File: src/rtl/ps2_host_tx.sv
// PS/2 host-to-device transmitter: inhibits the bus, raises a request-to-send,
// shifts one command byte out on device clock falls and checks the device ack.
module ps2_host_tx #(
    parameter int INHIBIT_CYCLES = 6500,
    parameter int TIMEOUT_CYCLES = 975000
) (
    input  logic       pclk,
    input  logic       rst,
    input  logic [7:0] tx_data,
    input  logic       tx_valid,
    output logic       tx_ready,
    input  logic       ps2_clk_in,
    input  logic       ps2_data_in,
    output logic       ps2_clk_oe,
    output logic       ps2_data_oe,
    output logic       busy,
    output logic       tx_done,
    output logic       tx_error
);
    typedef enum logic [2:0] {
        IDLE,
        INHIBIT,
        REQ,
        SHIFT,
        ACK,
        DONE_WAIT,
        ERR
    } state_t;

    localparam int INH_W = $clog2(INHIBIT_CYCLES + 1);
    localparam int TMO_W = $clog2(TIMEOUT_CYCLES + 1);

    // The REQ cycle keeps the clock held low, so INHIBIT stops one cycle early;
    // likewise ERR adds a cycle, so the timeout trips one cycle early.
    localparam logic [INH_W-1:0] INH_LAST = INH_W'(INHIBIT_CYCLES - 2);
    localparam logic [TMO_W-1:0] TMO_TRIP = TMO_W'(TIMEOUT_CYCLES - 2);

    logic clk_s1;
    logic clk_s2;
    logic clk_prev;
    logic data_s1;
    logic data_s2;
    logic clk_fall;

    state_t           state;
    logic [8:0]       frame;
    logic [3:0]       bit_idx;
    logic [INH_W-1:0] inh_cnt;
    logic [TMO_W-1:0] tmo_cnt;
    logic             tmo_hit;

    // Pads are asynchronous; idle bus level is high, so sync flops reset to 1.
    always_ff @(posedge pclk) begin
        if (!rst) begin
            clk_s1   <= 1'b1;
            clk_s2   <= 1'b1;
            clk_prev <= 1'b1;
            data_s1  <= 1'b1;
            data_s2  <= 1'b1;
        end else begin
            clk_s1   <= ps2_clk_in;
            clk_s2   <= clk_s1;
            clk_prev <= clk_s2;
            data_s1  <= ps2_data_in;
            data_s2  <= data_s1;
        end
    end

    assign clk_fall = clk_prev & ~clk_s2;
    assign tmo_hit  = (tmo_cnt == TMO_TRIP);

    always_ff @(posedge pclk) begin
        if (!rst) begin
            state       <= IDLE;
            frame       <= '0;
            bit_idx     <= '0;
            inh_cnt     <= '0;
            tmo_cnt     <= '0;
            tx_ready    <= 1'b0;
            busy        <= 1'b0;
            ps2_clk_oe  <= 1'b0;
            ps2_data_oe <= 1'b0;
            tx_done     <= 1'b0;
            tx_error    <= 1'b0;
        end else begin
            tx_done  <= 1'b0;
            tx_error <= 1'b0;
            case (state)
                IDLE: begin
                    ps2_clk_oe  <= 1'b0;
                    ps2_data_oe <= 1'b0;
                    if (tx_valid && tx_ready) begin
                        frame      <= {~^tx_data, tx_data};
                        inh_cnt    <= '0;
                        tx_ready   <= 1'b0;
                        busy       <= 1'b1;
                        ps2_clk_oe <= 1'b1;
                        state      <= INHIBIT;
                    end else begin
                        tx_ready <= 1'b1;
                        busy     <= 1'b0;
                    end
                end
                INHIBIT: begin
                    inh_cnt <= inh_cnt + 1'b1;
                    if (inh_cnt == INH_LAST) begin
                        ps2_data_oe <= 1'b1;
                        state       <= REQ;
                    end
                end
                REQ: begin
                    ps2_clk_oe <= 1'b0;
                    tmo_cnt    <= '0;
                    bit_idx    <= '0;
                    state      <= SHIFT;
                end
                SHIFT: begin
                    tmo_cnt <= tmo_cnt + 1'b1;
                    if (tmo_hit) begin
                        state <= ERR;
                    end else if (clk_fall) begin
                        if (bit_idx == 4'd9) begin
                            ps2_data_oe <= 1'b0;
                            state       <= ACK;
                        end else begin
                            ps2_data_oe <= ~frame[bit_idx];
                        end
                        bit_idx <= bit_idx + 1'b1;
                    end
                end
                ACK: begin
                    tmo_cnt <= tmo_cnt + 1'b1;
                    if (tmo_hit) begin
                        state <= ERR;
                    end else if (clk_fall) begin
                        state <= data_s2 ? ERR : DONE_WAIT;
                    end
                end
                DONE_WAIT: begin
                    if (clk_s2 && data_s2) begin
                        tx_done  <= 1'b1;
                        tx_ready <= 1'b1;
                        busy     <= 1'b0;
                        state    <= IDLE;
                    end
                end
                ERR: begin
                    tx_error    <= 1'b1;
                    ps2_clk_oe  <= 1'b0;
                    ps2_data_oe <= 1'b0;
                    tx_ready    <= 1'b1;
                    busy        <= 1'b0;
                    state       <= IDLE;
                end
                default: begin
                    state <= IDLE;
                end
            endcase
        end
    end
endmodule

File: config.mk
export PLATFORM = sky130hd
export DESIGN_NAME = ps2_host_tx
export DESIGN_NICKNAME = d
export VERILOG_FILES = /design/src/rtl/ps2_host_tx.sv
export SDC_FILE = /design/constraint.sdc
export NUM_CORES = 1
export LEC_CHECK = 0
export CAP_MARGIN = 20
export CORE_MARGIN = 3
export CORE_UTILIZATION = 27
export CTS_BUF_LIST = sky130_fd_sc_hd__clkbuf_8
export DETAILED_ROUTE_END_ITERATION = 16
export HOLD_SLACK_MARGIN = 0.15
export REMOVE_ABC_BUFFERS = 1
export SYNTH_ARGS = -nofsm -noshare
export SYNTH_HDL_FRONTEND = slang
export SYNTH_SLANG_ARGS = --single-unit
File: constraint.sdc
create_clock -name pclk -period 6.2 [get_ports pclk]
set_input_delay 1.55 -clock pclk [delete_from_list [all_inputs] [get_ports pclk]]
set_output_delay 1.55 -clock pclk [all_outputs]
set_load 0.05 [all_outputs]
==> impl_metrics.tcl, run 1 <==
set metrics [dict create \
    synth_edf_count 0 \
    cp-start-kind "input port" \
    final.setup_skew_ps 8.21 \
    grt_overflow_total 0 \
    setup_violations 0 \
    pwr-share-comb 0.293 \
    ant_nets 0 \
    hp-start "data_s1$_SDFF_PN1_" \
    synth_ff_type "dfxtp_1" \
    core-area_sq_um 11000 \
    postCtsSetupBuffers 0 \
    drv_slew 0 \
    antenna_found_initial 0 \
    synth.area.top_cells "dfxtp_1 39%, a21oi_1 6.8%, nand2_1 6.0%" \
    leakagePower_nw 1.17 \
    p_sw_frac 0.359 \
    clockRootBuffer "clkbuf_8" \
    multi_input_area_sq_um 1800 \
    fin_area_sq_um 3600 \
    crit_start "rst" \
    synth_async_sr_flop_share 0 \
    viasPerCell 5.21 \
    cts_resized 0 \
    num_antenna_cells 0 \
    status "finished clean" \
    syn_inst 377 \
    drc 0 \
    fp.dieW_um 113 \
    setup_tns_ps 0 \
    powerDensity_nw_per_um2 323 \
    wl_per_cell_um 13.4 \
    yosys_register_bits 60 \
    clk_path_buf_depth 2 \
    min_period_over_period 0.576 \
    dieArea_sq_um 12800 \
    synth_area_sq_um 3110 \
    grt_max_degree 30 \
    synth_top_area_share 0.387 \
    grt_pass1_vias 2642 \
    clk_pin_slew_worst_paths_ps 60 \
    post-dp-hpwl_mm 4.99 \
    hold_ws_ps 408 \
    track_usage 0.119 \
    first_iter_violations 136 \
    ioPinCount 19 \
    cts_tree "built" \
    numCtsBuffers 9 \
    crit_required_ps 6470 \
    rows 38 \
    yosysWarnings 0 \
    r2r-start "state[0]$_SDFFE_PN0P_" \
    nFillCells 1189 \
    yosys.area.top_type "dfxtp_1" \
    first_pass_iters 5 \
    fin_nets 406 \
    synth_most_common_cell "dfxtp_1" \
    rrSetupSlack_ps 3700 \
    wl_mm 7.13 \
    hold_path_class "reg2reg" \
    min_period_ps 3570 \
    relSlewSlack 0.323 \
    die_y_um 113 \
    tightest_slew_ps 1010 \
    cts_sinks 60 \
    path_max_fanout 29 \
    register_area_sq_um 1200 \
    start_util 0.282 \
    ys_top_cells_by_count "60 x dfxtp_1, 50 x nand2_1, 42 x a21oi_1, 21 x nor2_1, 19 x nand3_1" \
    syn2layout_area_growth_pct 15.9 \
    power_mw 1.16 \
    ys_seq_area_frac 0.387 \
    placed_area_sq_um 3390 \
    peakVddDrop_v 0.000174 \
    vias 2767 \
    htreeDepth 3 \
    io_buffers 18 \
    p_int_uw 746 \
    gp_congestion 0.799 \
    postCtsHoldBufs 0 \
    fmax_mhz 280 \
    cp-end-kind "flip-flop" \
    cp.arrival_ps 3840 \
    rsz0062_at_grt "no" \
    p_sw_uw 417 \
    clockPowerShare 0.305 \
    insertion_delay_ps 340 \
    avgSynthCellArea_sq_um 8.24 \
    grt_pass1_wl_mm 12.6 \
    finalHoldViolCount 0 \
    layout-drive-gt1-share 0.0665 \
    path_class "in2reg" \
    ys_types 57 \
    drv_cap 0 \
    pwr-share-seq 0.402 \
]
[layout by cell type, fill, tap and decap left out, drive strengths merged, types with 11 or more instances in the layout]
master / instances
o21ai: 17
nor3: 11
nor2: 21
nand3: 19
clkdlybuf4s50: 18
clkbuf: 15
dfxtp: 60
nand2: 50
a21oi: 42
[final cells by class]
class,instances,share of cell area
Clock buffer,15,0.0574
Tap cell,140,0.0487
Timing Repair Buffer,19,0.0522
Sequential cell,60,0.334
Multi-Input combinational cell,289,0.500
Inverter,8,0.00834
[worst max-delay path, stage by stage]
cell and delay (ps):
clkdlybuf4s50_1 930, inv_1 630, or4_1 640, o21ai_1 80
[power groups by stage]
stage	Clock [mW]	Combinational (mW)	Sequential, mW
floorplan	0	0.213	0.495
global placement	0	0.333	0.475
detailed placement	0	0.339	0.477
CTS	0.363	0.340	0.468
global route	0.380	0.382	0.476
finish	0.354	0.341	0.468
[state kept, by name, summed over array words and instances (netlist names), 3 cells and up]
| name | flops |
|---|---|
| inh_cnt | 13 |
| tmo_cnt | 20 |
| state | 3 |
| frame | 9 |
| bit_idx | 4 |
[worst paths after layout]
check                                           endpoint  cells past startpoint
worst max-delay path             bit_idx[0]$_SDFFE_PN0P_                      4
worst min-delay path                  data_s2$_SDFF_PN1_                      1
worst max register to register  tmo_cnt[19]$_SDFFE_PN0P_                      5
worst min register to register        data_s2$_SDFF_PN1_                      1
[logic make-up after synthesis]
logic type,synth area share
buffers and inverters,0.0342
adders and majority gates,0.0242
muxes,0.0415
xor gates and xnor gates,0.0226
DFF,0.387
AOI/OAI and AO/OA,0.199
and+or+nand+nor,0.292
[per-layer routing]
| metal | vias up | track usage | routed length [um] |
|---|---|---|---|
| met4 | 0 | 0.0633 | 173 |
| li1 | 1393 | - | - |
| met2 | 46 | 0.173 | 3060 |
| met1 | 1314 | 0.165 | 3630 |
| met3 | 14 | 0.0257 | 255 |
| met5 | - | 0 | 0 |
[stage by stage]
step | utilization | worst slack (ps) | std cells
floorplan | - | 3490 | 357
CTS | 0.326 | 2630 | 531
finish | 0.326 | 2630 | 531
detailed placement | 0.308 | 2250 | 516
global placement | 0.308 | 2300 | 516
global route | 0.326 | 2370 | 531
(Power assumes the default switching activity.)
==> run 2, diff against run 1 <==
Clock period 6.2 ns to 3.7 ns, I/O delays scaled along.
==> run 2 against run 1 <==
Against the previous run: global-route usage fell by 0.49 points; via count rose by 0.51%; sequential share of layout area fell by 0.40 points; highest routed layer unchanged; register-to-register slack got worse by 2500 ps.
==> impl_metrics.tcl, run 2 (same netlist as run 1, synthesis figures left out) <==
set metrics [dict create \
    first_iter_violations 139 \
    viasPerCell 5.21 \
    fp.dieW_um 113 \
    hold_path_class "reg2reg" \
    rsz0062_at_grt "no" \
    cts_sinks 60 \
    leakagePower_nw 1.20 \
    gp_congestion 0.803 \
    syn2layout_area_growth_pct 17.3 \
    wl_mm 7.05 \
    clockRootBuffer "clkbuf_8" \
    register_area_sq_um 1200 \
    numCtsBuffers 9 \
    hold_ws_ps 403 \
    clk_path_buf_depth 2 \
    num_antenna_cells 0 \
    dieArea_sq_um 12800 \
    fin_nets 408 \
    grt_pass1_vias 2498 \
    clk_pin_slew_worst_paths_ps 70 \
    relSlewSlack 0.455 \
    cp-start-kind "flip-flop" \
    multi_input_area_sq_um 1800 \
    first_pass_iters 4 \
    core-area_sq_um 11000 \
    die_y_um 113 \
    cts_resized 0 \
    ant_nets 0 \
    post-dp-hpwl_mm 4.90 \
    drc 0 \
    grt_pass1_wl_mm 11.9 \
    tightest_slew_ps 816 \
    antenna_found_initial 0 \
    drv_cap 0 \
    final_common_cell "dfxtp_1" \
    reg_top3 "tmo_cnt (20), inh_cnt (13), frame (9)" \
    status "finished clean" \
    min_period_ps 2520 \
    powerDensity_nw_per_um2 559 \
    track_usage 0.115 \
    postCtsHoldBufs 0 \
    cts_tree "built" \
    htreeDepth 3 \
    grt_max_degree 26 \
    vias 2781 \
    largest_reg_flops 20 \
    fmax_mhz 397 \
    io_buffers 18 \
    setup_tns_ps 0 \
    insertion_delay_ps 340 \
    finalHoldViolCount 0 \
    setup_violations 0 \
    layout-drive-gt1-share 0.0736 \
    final_cell_mix "60 x dfxtp_1, 50 x nand2_1, 42 x a21oi_1, 21 x nor2_1, 19 x nand3_1" \
    path_class "reg2reg" \
    final.setup_skew_ps 8.94 \
    start_util 0.282 \
    crit_required_ps 3970 \
    cp.arrival_ps 2790 \
    rows 38 \
    nFillCells 1162 \
    wl_per_cell_um 13.2 \
    min_period_over_period 0.681 \
    postCtsSetupBuffers 0 \
    cp-end-kind "flip-flop" \
    drv_slew 0 \
    grt_overflow_total 0 \
    peakVddDrop_v 0.000268 \
    path_max_fanout 20 \
    ioPinCount 19 \
    largest_register "tmo_cnt" \
]
## run 2: power breakdown
group	leakage [nW]	internal (mW)	switching, mW
logic	0.590	0.203	0.363
registers	0.486	0.700	0.0806
clock network	0.122	0.432	0.257
total	1.20	1.34	0.701
## run 2: critical path, stage by stage, from the launching register on
cell,delay [ps]
dfxtp_1,710
nand3b_1,340
nand2_1,610
nand3_1,240
or3_1,400
a21oi_1,140
## run 2: final timing paths
check,startpoint,end,slack [ps],depth (start not counted)
min,data_s1$_SDFF_PN1_,data_s2$_SDFF_PN1_,400,1
max,state[0]$_SDFFE_PN0P_,tmo_cnt[19]$_SDFFE_PN0P_,1180,5
max reg2reg,state[0]$_SDFFE_PN0P_,tmo_cnt[19]$_SDFFE_PN0P_,1180,5
min reg2reg,data_s1$_SDFF_PN1_,data_s2$_SDFF_PN1_,400,1
## run 2: final cells by class
cell class | instances | share of cell area
clock buffer | 12 | 0.0453
clock inverter | 4 | 0.0192
inverter | 8 | 0.00824
multi-input combinational | 289 | 0.494
sequential | 60 | 0.330
tap | 140 | 0.0481
timing repair buffer | 21 | 0.0557
## run 2: per-layer routing
layer	vias up	track usage	share of wire
met3	11	0.0283	0.052
met4	0	0.0593	0.018
met2	62	0.169	0.44
li1	1407	-	-
met1	1301	0.154	0.49
met5	-	0	0
## run 2: per-stage QoR
stage	worst slack, ps	instance area [sq um]	utilization	instances	power [mW]
floorplan	1490	3030	-	357	1.19
global placement	1040	3410	0.309	518	1.35
detailed placement	1010	3410	0.309	518	1.36
CTS	1170	3640	0.330	534	2.05
global route	933	3640	0.330	534	2.16
finish	1180	3640	0.330	534	2.04
